### config.mk
export PLATFORM = sky130hd
export DESIGN_NAME = pipe_stage_buf
export DESIGN_NICKNAME = d
export VERILOG_FILES = /design/src/rtl/pipe_stage_buf.sv
export SDC_FILE = /design/constraint.sdc
export NUM_CORES = 1
export LEC_CHECK = 0
export CORE_MARGIN = 2
export CORE_UTILIZATION = 40
export CTS_BUF_LIST = sky130_fd_sc_hd__clkbuf_8
export DETAILED_ROUTE_END_ITERATION = 7
export PLACE_DENSITY = 0.71
export REMOVE_ABC_BUFFERS = 1
export SLEW_MARGIN = 20
export SYNTH_ARGS = -nofsm -noshare
export SYNTH_HDL_FRONTEND = slang
export SYNTH_SLANG_ARGS = --single-unit
### constraint.sdc
create_clock -name clk_i -period 3.58 [get_ports clk_i]
set_clock_uncertainty 0.15 [all_clocks]
set_input_delay 0.358 -clock clk_i [delete_from_list [all_inputs] [get_ports clk_i]]
set_output_delay 0.358 -clock clk_i [all_outputs]
set_load 0.05 [all_outputs]
### src/rtl/pipe_stage_buf.sv
// rtl/pipe_stage_buf.sv - elastic valid/ready pipeline stage with 2-entry skid buffer, flush and stall counter
module pipe_stage_buf #(
  parameter int DATA_W = 32,
  parameter int CTRL_W = 8,
  parameter int CNT_W  = 16
) (
  input  logic              clk_i,
  input  logic              rst_i,
  input  logic              start_i,
  input  logic              flush_i,
  input  logic              in_valid_i,
  output logic              in_ready_o,
  input  logic [DATA_W-1:0] in_data_i,
  input  logic [CTRL_W-1:0] in_ctrl_i,
  output logic              out_valid_o,
  input  logic              out_ready_i,
  output logic [DATA_W-1:0] out_data_o,
  output logic [CTRL_W-1:0] out_ctrl_o,
  output logic [CNT_W-1:0]  stall_cnt_o
);

  // EMPTY: nothing held, FULL: head only, SKID: head plus overflow entry
  typedef enum logic [1:0] {
    EMPTY = 2'd0,
    FULL  = 2'd1,
    SKID  = 2'd2
  } state_t;

  state_t            state;
  logic [DATA_W-1:0] main_data;
  logic [CTRL_W-1:0] main_ctrl;
  logic [DATA_W-1:0] skid_data;
  logic [CTRL_W-1:0] skid_ctrl;
  logic              main_valid;
  logic              skid_valid;
  logic              in_fire;
  logic              out_fire;

  // Valid bits are a pure decode of the state register
  assign main_valid = (state != EMPTY);
  assign skid_valid = (state == SKID);

  // Ready depends only on registered state and start, never on out_ready_i
  assign in_ready_o  = start_i & ~skid_valid;
  assign out_valid_o = start_i & main_valid;
  assign in_fire     = in_valid_i & in_ready_o;
  assign out_fire    = out_valid_o & out_ready_i;

  assign out_data_o = main_data;
  assign out_ctrl_o = out_valid_o ? main_ctrl : '0;

  // Occupancy FSM and storage; flush beats everything except reset, and
  // with start_i low both fires are zero so every branch holds
  always_ff @(posedge clk_i or posedge rst_i) begin
    if (rst_i) begin
      state     <= EMPTY;
      main_data <= '0;
      main_ctrl <= '0;
      skid_data <= '0;
      skid_ctrl <= '0;
    end else if (flush_i) begin
      // Bubbles carry zero control; data registers are left as they were
      state     <= EMPTY;
      main_ctrl <= '0;
      skid_ctrl <= '0;
    end else begin
      case (state)
        EMPTY: begin
          if (in_fire) begin
            state     <= FULL;
            main_data <= in_data_i;
            main_ctrl <= in_ctrl_i;
          end
        end
        FULL: begin
          if (in_fire && out_fire) begin
            main_data <= in_data_i;
            main_ctrl <= in_ctrl_i;
          end else if (in_fire) begin
            state     <= SKID;
            skid_data <= in_data_i;
            skid_ctrl <= in_ctrl_i;
          end else if (out_fire) begin
            state <= EMPTY;
          end
        end
        SKID: begin
          if (out_fire) begin
            state     <= FULL;
            main_data <= skid_data;
            main_ctrl <= skid_ctrl;
          end
        end
        default: state <= EMPTY;
      endcase
    end
  end

  // Saturating count of cycles where a valid head was held back downstream
  always_ff @(posedge clk_i or posedge rst_i) begin
    if (rst_i) begin
      stall_cnt_o <= '0;
    end else if (out_valid_o && !out_ready_i && (stall_cnt_o != {CNT_W{1'b1}})) begin
      stall_cnt_o <= stall_cnt_o + 1'b1;
    end
  end

endmodule

[Word level (Yosys, flattened, before mapping)]
Index checks and enable logic that the tools add are counted.
Storage, ports and cells
  bits in registers: 98
  input bits: 46
  output and inout port bits: 58
  word-level logic and storage cells: 61
Cells by class
  add/sub/neg operators: 1
  equal/unequal tests: 12
  muxes and demuxes: 20
  bitwise gates (word level): 7
  reduce and logical (&&, ||, !) cells: 15
Operators with widths (count)
  $mux 32: 3
  $pmux 32 s3: 1
  $mux 8: 8
  $pmux 8 s3: 1
  $add 16x1->16 const B: 1
  $ne 16x16->1 const B: 1
  $mux 2: 6
  $reduce_and 4->1: 3
  $ne 3x3->1 const B: 3
  $ne 2x2->1 const B: 3
  $pmux 2 s3: 1
  $reduce_bool 2->1: 3
  $reduce_and 5->1: 1
  $and 1x1->1: 4
  $ne 4x4->1 const B: 1
  $reduce_bool 4->1: 1
  $logic_and 1x1->1: 3
  $ne 3x2->1 const B: 1
  $not 1->1: 3
  $reduce_and 3->1: 1
  $reduce_bool 3->1: 1
  $eq 2x1->1 const B: 1
  $eq 2x2->1 const B: 1
  $logic_not 2->1: 1
  other kinds (2): 2

[Depth between registers and ports, before layout]
Gate-level depths: netlist of run 1.
  depth after elaboration: 8
  mapped depth: 7
  gate-level depth less buffers: 5

[Worst setup path after synthesis of run 1]
Ideal clock, no wire load.
  path kind: register to register
  start: reg stall_cnt_o[0]
  end: reg stall_cnt_o[1]
  setup time: 125 ps
  arrival time: 1969 ps
  data required time: 3305 ps
  path slack: 1337 ps
  stages on the path, launching flop included: 6
  path buffers: 0
  clock period less this slack: 2243 ps
  path through: dfrtp_1 ha_1 nand3_1 nor4_1 nor3_1 mux2_2
On the way
  word-level cells in the longest chain between the ends: 2
  elaborated cells between the ends (all ways): 3
  classes of those cells: add/sub (1); eq/ne (1); reduce/logical (1)
RTL lines
  from (decl): RTL line 19  | output logic [CNT_W-1:0] stall_cnt_o
  from (signal assigned): RTL line 104  | stall_cnt_o <= stall_cnt_o + 1'b1;
  branches (longest 2 deep; another with $add 16x1->16)
Parallel ways; which one is timed is not known.
A chain may end at the register's enable or synchronous reset.

[Final worst setup path of run 1]
  start: in start_i
  end: out out_ctrl_o[5]
On the way
  word-level cells in the longest chain between the ends: 2
RTL lines
  from (decl): RTL line 9  | input logic start_i,
  $and 1x1->1: RTL line 45  | assign out_valid_o = start_i & main_valid;
  $mux 8: RTL line 50  | assign out_ctrl_o = out_valid_o ? main_ctrl : '0;
  to (decl): RTL line 18  | output logic [CTRL_W-1:0] out_ctrl_o,
Every way passes these cells.

==> flow_metrics.py, run 1 <==
metrics = {
    "power_and_ir_drop": {
        "p_total_mw": 3.177,
        "p_leak_nw": 2.795,
        "power_density_mw_per_mm2": 526.0,
        "ir_drop_v": 0.0003102,
    },
    "final_layout": {
        "final_common_cell": "clkdlybuf4s50_1",
        "final_core_util": 0.5289,
        "layout_common_cells": "clkdlybuf4s50_1, dfrtp_1, mux2_2",
        "fin_area_mm2": 0.006040,
        "area_delta_synth_final_pct": 29.38,
        "drive_gt1_frac": 0.2841,
        "num_antenna_cells": 0,
        "layout.nets": 489,
        "fillCellCount": 989,
    },
    "min_path": {
        "worstHoldPathType": "input port to asynchronous set/reset pin",
    },
    "placement": {
        "place_area_mm2": 0.005808,
        "dp_hpwl_mm": 6.501,
        "pre_cts_ws_ns": 0.7635,
        "portBuffers": 103,
        "globalplace.congestion": 0.7861,
    },
    "timing": {
        "setup_viol": 0,
        "timing.final.max_slew_violations": 0,
        "slew_headroom": 0.4680,
        "setup_ws_ns": 0.7733,
        "min_period_over_period": 0.7840,
        "worst-slew-pin-transition_ns": 0.7980,
        "fmaxAchievable_ghz": 0.3563,
        "fin_setup_tns_ns": 0,
        "rsz0062_at_grt": "false",
        "finalHoldViolCount": 0,
        "layout_min_cycle_time_ns": 2.807,
    },
    "critical_path": {
        "cpMaxStageDelayCell": "clkdlybuf4s50_1",
        "crit_fanout": 13,
        "critical-path-max-stage-delay_ns": 0.80,
        "crit_arrival_ns": 2.30,
        "path_common_cell": "clkdlybuf4s50_1",
        "crit_required_ns": 3.07,
        "critPathKind": "input port to output pin",
        "critPathTopFamily": "buffers and inverters",
        "startpoint_type": "input port",
        "crit_chain": "clkdlybuf4s50_1 > buf_4 > and3_1 > clkdlybuf4s50_1",
        "cp-end-kind": "output pin",
        "path_buf_inv": 3,
    },
    "floorplanning": {
        "std_cell_rows": 39,
        "die_area_mm2": 0.01255,
        "start_util": 0.4088,
        "die_x_um": 112.0,
        "coreArea_mm2": 0.01142,
        "die-height_um": 112.0,
        "pin_count": 104,
    },
    "drt": {
        "wl_per_cell_um": 16.28,
        "drt_iter0_drc": 110,
        "drc": 0,
        "ant_nets": 0,
        "viasPerCell": 5.105,
        "wl_mm": 9.605,
        "vias": 3012,
        "firstDrtPassIters": 4,
    },
    "global_route": {
        "grt_use_total": 0.1582,
        "gr-total-overflow": 0,
        "grt_max_degree": 87,
        "grt_pass1_wl_mm": 15.97,
        "grt_pass1_vias": 3167,
        "antenna_found_initial": 0,
    },
    "clock_tree": {
        "cts-buffers-inserted": 9,
        "root_buffer": "clkbuf_8",
        "clock_latency_ns": 0.36,
        "cts_resized": 0,
        "h-tree-depth": 3,
        "clk_pin_slew_worst_paths_ns": 0.08,
        "ctsHoldBuffers": 0,
        "postCtsSetupBuffers": 0,
        "cts_tree": "yes",
        "clkSinkCount": 98,
        "max-clock-path-buffers": 2,
    },
    "yosys": {
        "ys_ff_latch": 98,
        "yosysSeqAreaShare": 0.5253,
        "ys_types": 38,
        "syn_area_mm2": 0.004668,
        "avgSynthCellArea_um2": 13.73,
        "syn_inst": 340,
        "yosysWarnings": 0,
    },
    "run": {
        "cap_violations": 0,
    },
    "outcome": {
        "status": "finished clean",
    },
}
cells in the mapped netlist, drive strengths merged:
cell type  instances  area, um2
xnor2              9      78.83
o2bb2ai            1      15.01
nor3               3      15.01
and2               3      18.77
and2b              1      7.510
nand2              4      15.01
or2                2      12.52
inv                2      7.510
nor4b              1      15.01
and4               1      8.760
clkbuf             6      22.52
ha                 1      12.51
and3               9      56.30
dfrtp             98       2452
a21oi             12      60.06
nor2              15      56.30
mux2i             17      170.2
nand4              8      50.05
buf               13      117.6
nor3b              2      15.01
nand2b             2      12.51
nor2b              2      12.51
a21o               1      7.510
nand4b             3      26.28
mux2              98       1216
a211oi             8      60.06
o21bai             1      7.510
a31oi              2      12.51
nand3              7      35.03
nor4               2      12.51
nand3b             2      27.53
o21ai              1      5.000
xor2               3      26.28
area by class of cell:
class | instances | area (um2) | area share
clock buffer | 11 | 151.4 | 0.02507
clock inverter | 5 | 77.57 | 0.01284
inverter | 2 | 12.51 | 0.002072
multi-input combinational | 221 | 2071 | 0.3429
sequential | 98 | 2452 | 0.4060
tap | 143 | 178.9 | 0.02963
timing repair buffer | 110 | 1096 | 0.1815
path summary, 6_finish.rpt:
check	startpoint	endpoint	slack, ns	depth (start not counted)
setup / recovery	start_i	out_ctrl_o[5]	0.77	4
max in group asynchronous	rst_i	out_data_o[4]	2.24	3
hold reg to reg	out_data_o[30]	out_data_o[30]	0.36	1
setup reg to reg	state[1]	out_data_o[8]	1.32	4
min in group clk_i	out_data_o[30]	out_data_o[30]	0.36	1
hold / removal	rst_i	stall_cnt_o[3]	0.34	2
worst reg2reg max path, stage by stage (launching register included):
cell,delay [ns]
dfrtp_1,0.46
mux2i_1,0.18
o2bb2ai_2,0.44
nand3b_4,0.48
mux2_2,0.45
per-layer routing:
| metal | track usage | vias to the layer above | share of wire |
|---|---|---|---|
| met5 | 0 | - | 0 |
| met4 | 0.05610 | 0 | 0.0087 |
| met3 | 0.04104 | 9 | 0.066 |
| met2 | 0.2396 | 84 | 0.45 |
| met1 | 0.2222 | 1492 | 0.47 |
| li1 | - | 1427 | - |
flip-flops by register name, summed over array words and instances (netlist names):
signal and count:
out_data_o 32, stall_cnt_o 16, main_ctrl 8, skid_data 32, state 2, skid_ctrl 8
cell families after synthesis:
| kind of cell | after synthesis | synth area share |
|---|---|---|
| simple gates | 67 | 0.08496 |
| mux | 115 | 0.2970 |
| xor+xnor | 12 | 0.02252 |
| compound gates | 26 | 0.03592 |
| fa+ha+maj | 1 | 0.002680 |
| buf+inv | 21 | 0.03163 |
| flops | 98 | 0.5253 |
power by group:
part	switching [mW]	internal, mW	total (mW)	leakage [nW]
clock	0.381	0.430	0.811	0.121
sequential	0.110	1.28	1.39	1.26
combinational	0.558	0.417	0.975	1.42
total	1.05	2.13	3.18	2.79
per-stage QoR:
step	std cells	hold WS [ns]
final	590	0.3369
after global routing	590	0.3799
after CTS	590	0.3658
after detailed placement	574	0.3417
after global placement	574	0.3379
after floorplan	321	0.2711
(Power assumes the default switching activity.)
==> inputs of run 2 (changes only) <==
==> constraint.sdc (replaced) <==
create_clock -name clk_i -period 2.8 [get_ports clk_i]
set_clock_uncertainty 0.15 [all_clocks]
set_input_delay 0.28 -clock clk_i [delete_from_list [all_inputs] [get_ports clk_i]]
set_output_delay 0.28 -clock clk_i [all_outputs]
set_load 0.05 [all_outputs]
==> run 2 against run 1 <==
Compared with the run above:
- die area did not move
- combinational power increased by 28%
- worst setup slack got worse by 0.17 ns
- register-to-register slack got worse by 0.58 ns
- global-route usage is 0.072 points higher
- power rose by 29%
- utilization increased by 0.35 points
- first-iteration DRC count is 25% higher
==> flow_metrics.py, run 2 (synthesized netlist as in run 1, its figures left out) <==
metrics = {
    "outcome": {
        "status": "finished clean",
    },
    "critical_path": {
        "regToRegSetupSlack_ns": 0.74,
        "critPathCapture": "in_ready_o",
        "critPathKind": "flip-flop to output pin",
        "critPathLaunch": "state[0]",
        "reg2reg_to": "out_data_o[3]",
        "crit_fanout": 17,
        "startpoint_type": "flip-flop",
        "crit_arrival_ns": 1.77,
        "r2r_start": "state[0]",
        "crit_required_ns": 2.37,
        "rr_worst_depth": 4,
        "cp-end-kind": "output pin",
    },
    "final_layout": {
        "final_common_cell": "dfrtp_1",
        "area_delta_synth_final_pct": 30.23,
        "drive_gt1_frac": 0.3119,
        "layout.nets": 494,
        "layout_common_cells": "dfrtp_1, clkdlybuf4s50_1, mux2_2",
        "fin_area_mm2": 0.006080,
        "multi_input_area_mm2": 0.002071,
        "fillCellCount": 1005,
        "regArea_mm2": 0.002452,
        "final_core_util": 0.5324,
        "num_antenna_cells": 0,
    },
    "placement": {
        "place_area_mm2": 0.005846,
        "globalplace.congestion": 0.7545,
        "portBuffers": 103,
        "dp_hpwl_mm": 6.402,
    },
    "global_route": {
        "grt_pass1_wl_mm": 16.08,
        "antenna_found_initial": 0,
        "grt_max_degree": 99,
        "grt_use_total": 0.1589,
        "grt_pass1_vias": 3243,
        "gr-total-overflow": 0,
    },
    "power_and_ir_drop": {
        "p_leak_nw": 2.847,
        "power_density_mw_per_mm2": 674.7,
        "switchingPower_mw": 1.340,
        "p_total_mw": 4.102,
        "clkPwrFrac": 0.262,
        "seqPwrFrac": 0.434,
        "swShare": 0.3268,
        "p_int_mw": 2.761,
        "ir_drop_v": 0.0004587,
        "comb_power_share": 0.304,
    },
    "floorplanning": {
        "coreArea_mm2": 0.01142,
        "die_x_um": 112.0,
        "std_cell_rows": 39,
        "start_util": 0.4088,
        "die-height_um": 112.0,
        "die_area_mm2": 0.01255,
        "pin_count": 104,
    },
    "timing": {
        "setup_viol": 0,
        "timing.final.max_slew_violations": 0,
        "fin_setup_tns_ns": 0,
        "layout_min_cycle_time_ns": 2.196,
        "min_period_over_period": 0.7844,
        "fin_hold_ws_ns": 0.2166,
        "fmaxAchievable_ghz": 0.4553,
        "finalHoldViolCount": 0,
        "rsz0062_at_grt": "false",
        "slew_headroom": 0.6090,
        "worst-slew-pin-transition_ns": 0.5865,
    },
    "clock_tree": {
        "cts-buffers-inserted": 9,
        "cts_resized": 0,
        "h-tree-depth": 3,
        "clkSinkCount": 98,
        "ctsHoldBuffers": 0,
        "clk_pin_slew_worst_paths_ns": 0.10,
        "max-clock-path-buffers": 2,
        "postCtsSetupBuffers": 0,
        "clock_latency_ns": 0.37,
        "cts_tree": "yes",
        "root_buffer": "clkbuf_8",
    },
    "drt": {
        "ant_nets": 0,
        "vias": 3052,
        "drc": 0,
        "firstDrtPassIters": 4,
        "wl_per_cell_um": 16.35,
        "drt_iter0_drc": 137,
        "wl_mm": 9.727,
        "viasPerCell": 5.129,
    },
    "run": {
        "cap_violations": 0,
    },
    "min_path": {
        "worstHoldPathType": "input port to asynchronous set/reset pin",
    },
}
[run 2: stage by stage]
stage | setup WS, ns | std cells
2_1_floorplan | -0.1921 | 321
3_3_place_gp | 0.4060 | 579
3_5_place_dp | 0.3726 | 579
4_1_cts | 0.5712 | 595
5_1_grt | 0.4889 | 595
6_report | 0.6036 | 595
[run 2: cell type report]
class,count,area share
Clock buffer,9,0.02037
Multi-Input combinational cell,221,0.3406
Tap cell,143,0.02943
Inverter,2,0.001646
Sequential cell,98,0.4034
Clock inverter,7,0.01811
Timing Repair Buffer,115,0.1865
[run 2: critical path: stages (launching register included)]
cell and delay, ns:
dfrtp_1 0.46, nand2b_2 0.45, and2_1 0.30, buf_4 0.19
[run 2: worst min-delay path by stage]
| stage | startpoint | to | slack [ns] | cells past startpoint |
|---|---|---|---|---|
| after floorplan | flush_i | state[1] | 0.19 | 1 |
| after global placement | skid_data[31] | skid_data[31] | 0.34 | 1 |
| after detailed placement | skid_data[0] | skid_data[0] | 0.34 | 1 |
| after CTS | rst_i | skid_ctrl[2] | 0.25 | 3 |
| after global routing | rst_i | skid_ctrl[3] | 0.28 | 3 |
| final | rst_i | stall_cnt_o[3] | 0.22 | 3 |
[run 2: power by group through the flow]
stage / clock network (mW) / logic [mW] / registers [mW]
2_1_floorplan: 0 / 0.365 / 2.24
3_3_place_gp: 0 / 1.24 / 1.80
3_5_place_dp: 0 / 1.26 / 1.80
4_1_cts: 1.12 / 1.26 / 1.78
5_1_grt: 1.17 / 1.31 / 1.81
6_report: 1.08 / 1.25 / 1.78
[run 2: metal layers]
metal	wire length, um	global-route usage	vias up
met5	0	0	-
met4	83	0.03171	0
met3	733	0.06263	8
met2	4537	0.2521	94
met1	4373	0.2099	1518
li1	-	-	1432
==> inputs of run 3 (changes only) <==
--- a/config.mk
+++ b/config.mk
@@ -9,7 +9,7 @@
 export CORE_UTILIZATION = 40
 export CTS_BUF_LIST = sky130_fd_sc_hd__clkbuf_8
 export DETAILED_ROUTE_END_ITERATION = 7
-export PLACE_DENSITY = 0.71
+export PLACE_DENSITY = 0.73
 export REMOVE_ABC_BUFFERS = 1
 export SLEW_MARGIN = 20
 export SYNTH_ARGS = -nofsm -noshare
==> constraint.sdc (replaced) <==
create_clock -name clk_i -period 2 [get_ports clk_i]
set_clock_uncertainty 0.15 [all_clocks]
set_input_delay 0.2 -clock clk_i [delete_from_list [all_inputs] [get_ports clk_i]]
set_output_delay 0.2 -clock clk_i [all_outputs]
set_load 0.05 [all_outputs]
==> run 3 against run 2 <==
Compared with the run above:
- wire length up 2.1%
- worst hold slack better by 0.079 ns
- power up 33%
- critical path depth down 2
- die area unchanged
- sequential share of layout area down 1.2 points
- global-route usage up 0.83 points
- first-iteration DRC count up 79%
- largest cell class unchanged
- register-to-register slack worse by 0.64 ns
- cell count up 2.0%
- flip-flop and latch count unchanged
==> flow_metrics.py, run 3 (synthesized netlist as in run 1, its figures left out) <==
metrics = {
    "outcome": {
        "status": "finished clean",
    },
    "power_and_ir_drop": {
        "p_leak_nw": 3.007,
        "power_density_mw_per_mm2": 868.2,
        "ir_drop_v": 0.0007129,
        "p_total_mw": 5.445,
    },
    "final_layout": {
        "layout.nets": 506,
        "drive_gt1_frac": 0.3470,
        "fin_area_mm2": 0.006271,
        "fillCellCount": 986,
        "final_common_cell": "dfrtp_1",
        "num_antenna_cells": 0,
        "layout_common_cells": "dfrtp_1, clkdlybuf4s50_1, mux2_2",
        "layoutNonFillerInstCount": 607,
        "area_delta_synth_final_pct": 34.33,
    },
    "clock_tree": {
        "root_buffer": "clkbuf_8",
        "clkSinkCount": 98,
        "h-tree-depth": 3,
        "clock_latency_ns": 0.38,
        "postCtsSetupBuffers": 0,
        "clk_pin_slew_worst_paths_ns": 0.10,
        "cts-buffers-inserted": 9,
        "max-clock-path-buffers": 2,
        "cts_tree": "yes",
    },
    "critical_path": {
        "critical-path-max-stage-delay_ns": 0.82,
        "cpMaxStageDelayCell": "clkdlybuf4s50_1",
        "path_buf_inv": 1,
        "crit_required_ns": 1.65,
        "critPathTopFamily": "buffers and inverters",
        "startpoint_type": "flip-flop",
        "crit_fanout": 2,
        "cp-end-kind": "output pin",
        "critPathKind": "flip-flop to output pin",
        "crit_arrival_ns": 1.59,
        "crit_chain": "clkdlybuf4s50_1",
    },
    "global_route": {
        "grt_pass1_vias": 3425,
        "grt_max_degree": 46,
        "grt_use_total": 0.1673,
        "gr-total-overflow": 0,
        "antenna_found_initial": 0,
        "grt_pass1_wl_mm": 16.86,
    },
    "floorplanning": {
        "die_area_mm2": 0.01255,
        "start_util": 0.4088,
        "die_x_um": 112.0,
        "std_cell_rows": 39,
        "coreArea_mm2": 0.01142,
        "die-height_um": 112.0,
        "pin_count": 104,
    },
    "timing": {
        "finalHoldViolCount": 0,
        "min_period_over_period": 0.9683,
        "setup_viol": 0,
        "layout_min_cycle_time_ns": 1.937,
        "rsz0062_at_grt": "false",
        "fin_hold_ws_ns": 0.2959,
        "timing.final.max_slew_violations": 0,
        "worst-slew-pin-transition_ns": 0.5194,
        "fmaxAchievable_ghz": 0.5163,
        "slew_headroom": 0.6527,
    },
    "drt": {
        "viasPerCell": 5.155,
        "firstDrtPassIters": 5,
        "drt_iter0_drc": 245,
        "vias": 3129,
        "wl_per_cell_um": 16.35,
        "ant_nets": 0,
        "wl_mm": 9.927,
        "drc": 0,
    },
    "placement": {
        "dp.cells": 590,
        "dp_hpwl_mm": 6.736,
        "portBuffers": 103,
        "globalplace.congestion": 0.8067,
        "place_area_mm2": 0.006073,
    },
    "run": {
        "cap_violations": 0,
    },
    "min_path": {
        "worstHoldPathType": "input port to flip-flop",
    },
}
-- run 3: cell count changes in the layout (fill, tap and decap cells not counted), sizes merged, moves of 3 or more --
cell,before,now
dlygate4sd2,0,9
bufinv,3,0
clkinv,1,4
clkdlybuf4s50,93,77
buf,22,35
dlymetal6s2s,0,5
-- run 3: final timing paths --
check | start | endpoint | slack (ns) | cells past startpoint
setup / recovery | out_data_o[23] | out_data_o[23] | 0.06 | 1
hold / removal | in_ctrl_i[4] | skid_ctrl[4] | 0.30 | 3
setup reg to reg | state[1] | skid_data[17] | 0.10 | 5
hold reg to reg | out_data_o[20] | out_data_o[20] | 0.36 | 1
max in group asynchronous | rst_i | state[0] | 0.71 | 4
min in group asynchronous | rst_i | out_data_o[6] | 0.49 | 3
-- run 3: final cells by class --
cell class	count	area, um2	share of cell area
Clock inverter	7	46.29	0.007382
Tap cell	143	178.9	0.02853
Timing Repair Buffer	127	1373	0.2189
Clock buffer	9	123.9	0.01975
Inverter	2	10.01	0.001596
Sequential cell	98	2455	0.3915
Multi-Input combinational cell	221	2085	0.3324
-- run 3: where the power goes --
group / switching, mW / internal [mW] / total (mW)
sequential: 0.204 / 2.30 / 2.50
clock: 0.717 / 0.447 / 1.16
combinational: 1.00 / 0.776 / 1.78
total: 1.93 / 3.52 / 5.44
-- run 3: per-stage QoR --
step / setup TNS, ns / util / setup WS, ns
after floorplan: -129.91 / - / -0.9121
after global placement: -7.621 / 0.5319 / -0.1816
after detailed placement: -8.449 / 0.5319 / -0.1860
after CTS: 0 / 0.5469 / 0.006276
after global routing: 0 / 0.5492 / 0.003932
final: 0 / 0.5492 / 0.06332
-- run 3: layer usage --
layer | global-route usage | wire length, um | up-vias
li1 | - | - | 1461
met3 | 0.04752 | 575 | 13
met1 | 0.2111 | 4468 | 1572
met5 | 0 | 0 | -
met2 | 0.2739 | 4705 | 83
met4 | 0.06667 | 178 | 0
-- run 3: what timing repair did --
item,in CTS,in global routing
endpoints found under the hold margin,10,0
setup endpoints to repair,18,12
resized for setup,10,10
hold buffers,1,0
-- run 3: worst register-to-register path, cell delays in order (launching register included) --
cell	delay, ns
dfrtp_1	0.46
nor2b_1	0.18
nand3_1	0.14
or2_2	0.34
buf_12	0.19
mux2_4	0.32
